$ cat config.mk
export PLATFORM = sky130hd
export DESIGN_NAME = alu_mac_pipe
export DESIGN_NICKNAME = d
export VERILOG_FILES = /design/src/rtl/alu_pkg.sv /design/src/rtl/sfixed_sat_adder.sv /design/src/rtl/alu_mac_pipe.sv
export SDC_FILE = /design/constraint.sdc
export NUM_CORES = 1
export LEC_CHECK = 0
export ABC_AREA = 1
export BUFFER_PORTS_ARGS = -buffer_cell sky130_fd_sc_hd__buf_2
export CORE_ASPECT_RATIO = 1.1
export CORE_MARGIN = 4
export CORE_UTILIZATION = 30
export CTS_CLUSTER_SIZE = 12
export DETAILED_ROUTE_END_ITERATION = 12
export PLACE_DENSITY = 0.53
export SYNTH_ARGS = -nofsm -noshare
export SYNTH_HDL_FRONTEND = slang
export SYNTH_SLANG_ARGS = --single-unit
$ cat constraint.sdc
create_clock -name clk -period 10.2 [get_ports clk]
set_input_delay 1.53 -clock clk [delete_from_list [all_inputs] [get_ports clk]]
set_output_delay 1.53 -clock clk [all_outputs]
set_load 0.03 [all_outputs]
$ cat src/rtl/alu_pkg.sv
// Shared types and helpers for the multiply-add / MAC pipeline.
package alu_pkg;

    // Operation selector carried down the pipeline with each beat.
    typedef enum logic [1:0] {
        MODE_MULADD = 2'b00,
        MODE_MAC    = 2'b01,
        MODE_ADD    = 2'b10,
        MODE_MUL    = 2'b11
    } alu_mode_e;

    // Widest intermediate the clip helper handles; callers sign-extend into it.
    localparam int SAT_MAX_W = 64;

    // Per-stage control: beat valid, its operation and the accumulator-clear tag.
    typedef struct packed {
        logic      valid;
        alu_mode_e mode;
        logic      clr;
    } stage_ctrl_t;

    // Clip a signed value into the range of a w-bit two's complement number.
    function automatic logic signed [SAT_MAX_W-1:0] sat_clip(
        input logic signed [SAT_MAX_W-1:0] v,
        input int                          w
    );
        logic signed [SAT_MAX_W-1:0] hi;
        logic signed [SAT_MAX_W-1:0] lo;
        hi = (64'sd1 <<< (w - 1)) - 64'sd1;
        lo = -(64'sd1 <<< (w - 1));
        if (v > hi) begin
            return hi;
        end else if (v < lo) begin
            return lo;
        end
        return v;
    endfunction

endpackage

$ cat src/rtl/sfixed_sat_adder.sv
// Signed adder returning the exact sum plus a copy saturated to OUT_W bits.
// IN_W + 1 must not exceed alu_pkg::SAT_MAX_W.
module sfixed_sat_adder
    import alu_pkg::*;
#(
    parameter int IN_W  = 16,
    parameter int OUT_W = 8
) (
    input  logic signed [IN_W-1:0]  a,
    input  logic signed [IN_W-1:0]  b,
    output logic signed [IN_W:0]    sum,
    output logic signed [OUT_W-1:0] y,
    output logic                    ovf
);

    logic signed [SAT_MAX_W-1:0] wide;

    // Full-precision add, then clip; ovf marks any value that was clipped.
    always_comb begin
        sum  = (IN_W + 1)'(a) + (IN_W + 1)'(b);
        wide = SAT_MAX_W'(sum);
        y    = OUT_W'(sat_clip(wide, OUT_W));
        ovf  = (sat_clip(wide, OUT_W) != wide);
    end

endmodule

$ cat src/rtl/alu_mac_pipe.sv
// Three-stage signed fixed-point multiply-add / MAC pipeline with saturation.
// S1 registers operands, S2 forms the product (or a+b), S3 adds bias or the
// accumulator and registers the saturated result.
//
// Handshake: a beat is taken when in_valid && in_ready, a result leaves when
// out_valid && out_ready. in_ready = !out_valid || out_ready and every stage
// advances on that one enable, so a stalled output freezes the whole pipe and
// result/sat_flag stay stable until accepted.
module alu_mac_pipe
    import alu_pkg::*;
#(
    parameter int BUS_WIDTH = 8,
    parameter int FRAC_BITS = 0,
    parameter int ACC_GUARD = 4
) (
    input  logic                 clk,
    input  logic                 rst_n,
    input  logic                 in_valid,
    output logic                 in_ready,
    input  logic [1:0]           mode,
    input  logic [BUS_WIDTH-1:0] data_a,
    input  logic [BUS_WIDTH-1:0] data_b,
    input  logic [BUS_WIDTH-1:0] imm,
    input  logic                 bias_we,
    input  logic                 acc_clr,
    output logic                 out_valid,
    input  logic                 out_ready,
    output logic [BUS_WIDTH-1:0] result,
    output logic                 sat_flag
);

    localparam int PW    = 2 * BUS_WIDTH;
    localparam int ACC_W = BUS_WIDTH + ACC_GUARD;
    localparam int OW    = (PW > ACC_W) ? PW : ACC_W;

    stage_ctrl_t                 s1_ctrl;
    stage_ctrl_t                 s2_ctrl;
    logic signed [BUS_WIDTH-1:0] s1_a;
    logic signed [BUS_WIDTH-1:0] s1_b;
    logic signed [PW-1:0]        s2_val;
    logic                        s3_valid;
    logic signed [BUS_WIDTH-1:0] bias;
    logic signed [ACC_W-1:0]     acc;

    logic                        adv;
    logic                        take;
    logic signed [PW-1:0]        prod;
    logic signed [PW-1:0]        prod_sh;
    logic signed [PW-1:0]        sum_ab;
    logic signed [OW-1:0]        op_x;
    logic signed [OW-1:0]        op_y;
    logic signed [OW:0]          sum_full;
    logic signed [BUS_WIDTH-1:0] sat_y;
    logic                        sat_ovf;

    assign adv       = !s3_valid || out_ready;
    assign in_ready  = adv;
    assign take      = in_valid && adv;
    assign out_valid = s3_valid;

    // S1: capture the incoming beat and its clear tag.
    always_ff @(posedge clk or negedge rst_n) begin
        if (!rst_n) begin
            s1_ctrl <= '0;
            s1_a    <= '0;
            s1_b    <= '0;
        end else if (adv) begin
            s1_ctrl.valid <= in_valid;
            s1_ctrl.mode  <= alu_mode_e'(mode);
            s1_ctrl.clr   <= acc_clr;
            s1_a          <= data_a;
            s1_b          <= data_b;
        end
    end

    // S2 datapath: full product floored to FRAC_BITS, and the plain sum for ADD.
    always_comb begin
        prod    = PW'(s1_a) * PW'(s1_b);
        prod_sh = prod >>> FRAC_BITS;
        sum_ab  = PW'(s1_a) + PW'(s1_b);
    end

    // S2: register the product (or a+b) with the beat's control.
    always_ff @(posedge clk or negedge rst_n) begin
        if (!rst_n) begin
            s2_ctrl <= '0;
            s2_val  <= '0;
        end else if (adv) begin
            s2_ctrl <= s1_ctrl;
            s2_val  <= (s1_ctrl.mode == MODE_ADD) ? sum_ab : prod_sh;
        end
    end

    // S3 operand select: bias, accumulator (zero on a tagged clear) or nothing.
    always_comb begin
        op_x = OW'(s2_val);
        case (s2_ctrl.mode)
            MODE_MULADD, MODE_ADD: op_y = OW'(bias);
            MODE_MAC:              op_y = s2_ctrl.clr ? '0 : OW'(acc);
            default:               op_y = '0;
        endcase
    end

    sfixed_sat_adder #(
        .IN_W  (OW),
        .OUT_W (BUS_WIDTH)
    ) u_sat_add (
        .a   (op_x),
        .b   (op_y),
        .sum (sum_full),
        .y   (sat_y),
        .ovf (sat_ovf)
    );

    // S3: register the saturated result; only real beats touch result/sat_flag.
    always_ff @(posedge clk or negedge rst_n) begin
        if (!rst_n) begin
            s3_valid <= 1'b0;
            result   <= '0;
            sat_flag <= 1'b0;
        end else if (adv) begin
            s3_valid <= s2_ctrl.valid;
            if (s2_ctrl.valid) begin
                result   <= sat_y;
                sat_flag <= sat_ovf;
            end
        end
    end

    // Bias register: written whenever bias_we is high, regardless of flow.
    always_ff @(posedge clk or negedge rst_n) begin
        if (!rst_n) begin
            bias <= '0;
        end else if (bias_we) begin
            bias <= imm;
        end
    end

    // Accumulator: untagged clear acts at once; MAC beats leaving S2 fold in
    // their sum, clipped to the guard-extended range instead of wrapping.
    always_ff @(posedge clk or negedge rst_n) begin
        if (!rst_n) begin
            acc <= '0;
        end else if (acc_clr && !take) begin
            acc <= '0;
        end else if (adv && s2_ctrl.valid && (s2_ctrl.mode == MODE_MAC)) begin
            acc <= ACC_W'(sat_clip(SAT_MAX_W'(sum_full), ACC_W));
        end
    end

endmodule

# Word level (Yosys, flattened, before mapping)
# Index checks and enable logic that the tools add are counted.
# totals
output_inout_bits	11
word_cells	53
reg_bits	70
inputBits	32
# op_classes
multipliers	1
mux	17
eq_ne	4
addsub	2
reduce_logical	11
magnitude_cmp	4
# op_table
cell	n
$mux 64	3
$ne 64x17->1	1
$mux 12	5
$mux 16	2
$pmux 16 s2	1
$add 16x16->17	1
$gt 17x12->1 const B	1
$gt 17x8->1 const B	1
$lt 17x12->1 const B	1
$lt 17x8->1 const B	1
$mul 8x8->16	1
$add 8x8->9	1
$mux 1	6
$eq 2x2->1 const B	2
$logic_and 1x1->1	4
$eq 2x1->1 const B	1
$logic_not 1->1	2
$logic_not 2->1	1
$reduce_and 2->1	1
$reduce_bool 2->1	1
$reduce_or 2->1	1
$logic_or 1x1->1	1

# Depth between registers and ports, before layout
# depth
depth_word	12
mapped_depth	22

# Modules after synthesis
# A second synthesis with hierarchy kept.
# hier_totals
hier_cells	1054
hier_area_um2	7405.9
# by_module_without_submodules
module	cells_per_inst	instances	area_each_um2
alu_mac_pipe	789	1	6069.6
sfixed_sat_adder	265	1	1336.3

# Worst setup path after synthesis
# No wires, ideal clock.
# synth_timing
kind	flip-flop to flip-flop
start	register s1_b[7]
end	register s2_val[9] (netlist: op_x[9])
path_buffers	1
stages_incl_launch_ff	15
synth_period_minus_slack_ns	4.151
required_time_ns	10.123
setup_ns	0.077
arrival_time_ns	4.074
slack_ns	6.049
path_cell_list	dfrtp_1 -> clkbuf_1 -> nand2_1 -> fa_1 -> inv_1 -> fa_1 -> fa_1 -> fa_1 -> ha_1 -> a21oi_1 -> o21ai_0 -> a21oi_1 -> xor2_1 -> or2_2 -> a21oi_1
# synth_via
elab_chain_len	2
word_cells_on_any_way	3
cone_classes	add/sub (1); mul (1); mux (1)
# synth_lines
element	line	source
start: declaration	alu_mac_pipe.sv:39	logic signed [BUS_WIDTH-1:0] s1_b;
start signal: assignment	alu_mac_pipe.sv:72	s1_b <= data_b;
$mul 8x8->16 or $add 8x8->9 (tied branches)	alu_mac_pipe.sv:78, alu_mac_pipe.sv:80	
$mux 16 *	alu_mac_pipe.sv:90	s2_val <= (s1_ctrl.mode == MODE_ADD) ? sum_ab : prod_sh;
end signal: assignment	alu_mac_pipe.sv:90	
end: declaration	alu_mac_pipe.sv:40	logic signed [PW-1:0] s2_val;
# Every way passes the cells marked *; elsewhere a longest branch is shown, timed or not.
# A chain may end at the register's enable or synchronous reset.

# Worst setup path after layout
# layout_timing
start	register s1_b[7]
end	register s2_val[12] (netlist: op_x[12])
# Same word-level chain as after synthesis.

==> summary.md <==
| Metric | Value |
|---|---|
| Status | `completed` |
| Synth Warn # | `0` |
| Clk sinks | `70` |
| Clock latency on the worst-skew pair | `around 350 ps` |
| Critical Path Start Type | `flip-flop` |
| Hold Violations, Final | `0` |
| Fraction of layout cells with a size suffix above 1 | `around 8.6%` |
| Setup-failing EPs final | `0` |
| Grt total ovfl | `0` |
| Most frequent cells in the layout | `305 x nand2_1, 171 x inv_1, 70 x dfrtp_1, 57 x nand3_1, 57 x fa_1` |
| Clock root buffer | `clkbuf_16` |
| Synth-to-Final Area Change | `11.2%` |
| Number of antenna violations at the first check in global routing | `0` |
| Initial DRC count | `220` |
| Commonest non-fill, non-tap cell in the layout | `nand2_1` |
| DRT Wirelength | `~17000 um` |
| Hold Path Class | `flip-flop to flip-flop` |
| Avg Vias per Cell | `4.47` |
| Mapped Area | `between 6000 and 7000 um2` |
| Slew @ Worst Pin | `~940 ps` |
| Initial Util | `a little under a third` |
| Ports | `43` |
| Global-route usage over all layers | `13.5%` |
| Pre-antenna DRT Iters | `4` |
| Postcts setup bufs | `0` |
| CTS tree | `built` |
| Post-synth top area share | `25.2%` |
| Reg2reg setup slack | `roughly 5700 ps` |
| Total CTS buffers | `9` |
| Tmin final | `4460 ps` |
| Max-Cap Viols | `0` |
| Synth area leaders | `dfrtp_1 25%, nand2_1 16%, fa_1 16%` |
| Max-slew violations | `0` |
| Clk pin slew, worst setup/hold paths | `around 60 ps` |
| Mapped Cells | `between 900 and 1000` |
| Setup Skew | `7.99 ps` |
| Post-Syn Nets | `roughly 1100` |
| First-pass GRT wire length | `about 29000 um` |
| Period utilization | `between 40% and 50%` |
| # DRC | `0` |
| Required time of the critical path | `10480 ps` |
| Vias | `approximately 5700` |
| Wire per inst | `~13 um` |
| Post-Route Setup TNS | `0 ps` |
| Type of the worst setup path | `flip-flop to flip-flop` |
| Htree depth | `3` |
| Synthesized area per cell | `between 7 and 8 um2` |
| Post-DP HPWL | `approximately 13000 um` |
| Pin count of the biggest net entering global routing | `71` |
| #FFs+latches synth | `70` |
| Synth area leader | `dfrtp_1` |
| Die H | `168 um` |
| Row count | `between 50 and 60` |
| Antenna Violating Nets Remaining | `0` |
| Gpl congestion | `slightly above 0.9` |
| Max-slew headroom | `around 37%` |
| Die Area | `approximately 26000 um2` |
| Worst Path Arrival | `around 4700 ps` |
| RSZ-0062 raised after global routing | `false` |
| # hold bufs at CTS | `0` |
| CP Capture Type | `flip-flop` |
| Core ar. | `roughly 23000 um2` |
| IO buf count | `42` |
| Post-synthesis sequential area ratio | `approximately a quarter` |
| Yosys cell types | `37` |
| Die X | `around 150 um` |
| CP Max Fanout | `11` |
| Fmax | `between 0.2 and 0.25 GHz` |
| CTS Buffer Depth | `2` |
| Post-cts gate resize count | `0` |
| Layout net count | `1121` |
| Antenna cells | `0` |
| Number of global-route vias before repair | `between 5000 and 6000` |
[cell families (layout without fill, tap and decap cells)]
logic type | after synthesis | in the layout | synth area share (%)
simple gates | 432 | 432 | 25.7
buf+inv | 199 | 234 | 10.9
compound gates | 114 | 114 | 8.85
fa+ha+maj | 111 | 111 | 26.2
flops | 70 | 70 | 25.2
xor+xnor | 21 | 21 | 3.03
mux | 1 | 1 | 0.162
[layer usage]
layer | track usage, % | share of wire, % | vias to the layer above | routed length (um)
met4 | 3.45 | 1.0 | 0 | 168
met2 | 23.6 | 50 | 72 | 8220
met1 | 17.5 | 47 | 2667 | 7820
li1 | - | - | 2984 | -
met5 | 0 | 0 | - | 0
met3 | 2.22 | 2.3 | 12 | 384
[area by class of cell]
class / instances / area (um2)
inverters: 175 / 657
well taps: 300 / 375
clock buffers: 10 / 229
multi-input cells: 679 / 4440
clock inverters: 6 / 46.3
flip-flops and latches: 70 / 1750
fillers: 2482 / 15100
repair buffers: 43 / 220
[state kept, by name (all words and copies together), names as in the netlist]
signal	count
op_x	16
acc	12
bias	8
result	8
s1_a	8
s1_b	8
s1_ctrl	4
s2_ctrl	4
out_valid	1
sat_flag	1
[path summary, 6_finish.rpt]
| kind | startpoint | end | depth (start not counted) |
|---|---|---|---|
| max | s1_b[7] | op_x[12] | 14 |
| min | result[3] | result[3] | 2 |
| max reg2reg | s1_b[7] | op_x[12] | 14 |
| min reg2reg | result[3] | result[3] | 2 |
| max in group asynchronous | rst_n | s1_a[4] | 1 |
| min in group asynchronous | rst_n | result[7] | 1 |
[synth_stat cells, drive strengths merged]
cell type	count
a21boi	1
a21oi	47
a31o	1
a31oi	5
and2	2
buf	3
clkbuf	21
clkinv	1
dfrtp	70
fa	57
ha	54
inv	174
mux2	1
nand2	312
nand3	58
nand3b	4
nand4	4
nor2	43
nor3	5
o21ai	54
o21bai	3
o311ai	1
o31ai	2
or2	4
xnor2	10
xor2	11
[through the flow]
stage | cell area [um2] | hold slack, ps | std cells | utilization, % | setup slack [ps]
floorplan | 6940 | 432 | 948 | - | 6050
global placement | 7440 | 461 | 1267 | 32.6 | 5810
detailed placement | 7440 | 456 | 1267 | 32.6 | 5750
CTS | 7720 | 477 | 1283 | 33.8 | 5710
global route | 7720 | 509 | 1283 | 33.8 | 5420
finish | 7720 | 478 | 1283 | 33.8 | 5740
[worst max-delay path, stage by stage (launching register included)]
cell and delay [ps]:
dfrtp_1 600, nand2_1 140, fa_1 520, fa_1 570, inv_1 60, fa_1 500
fa_1 490, ha_1 360, a21oi_1 210, o21ai_0 190, a21oi_1 260, nor2_1 90
o21ai_0 150, nand3_1 100, a21oi_1 160
Power is not shown: default switching activity piles up to over one toggle a cycle in this logic, so the estimate is an artifact.
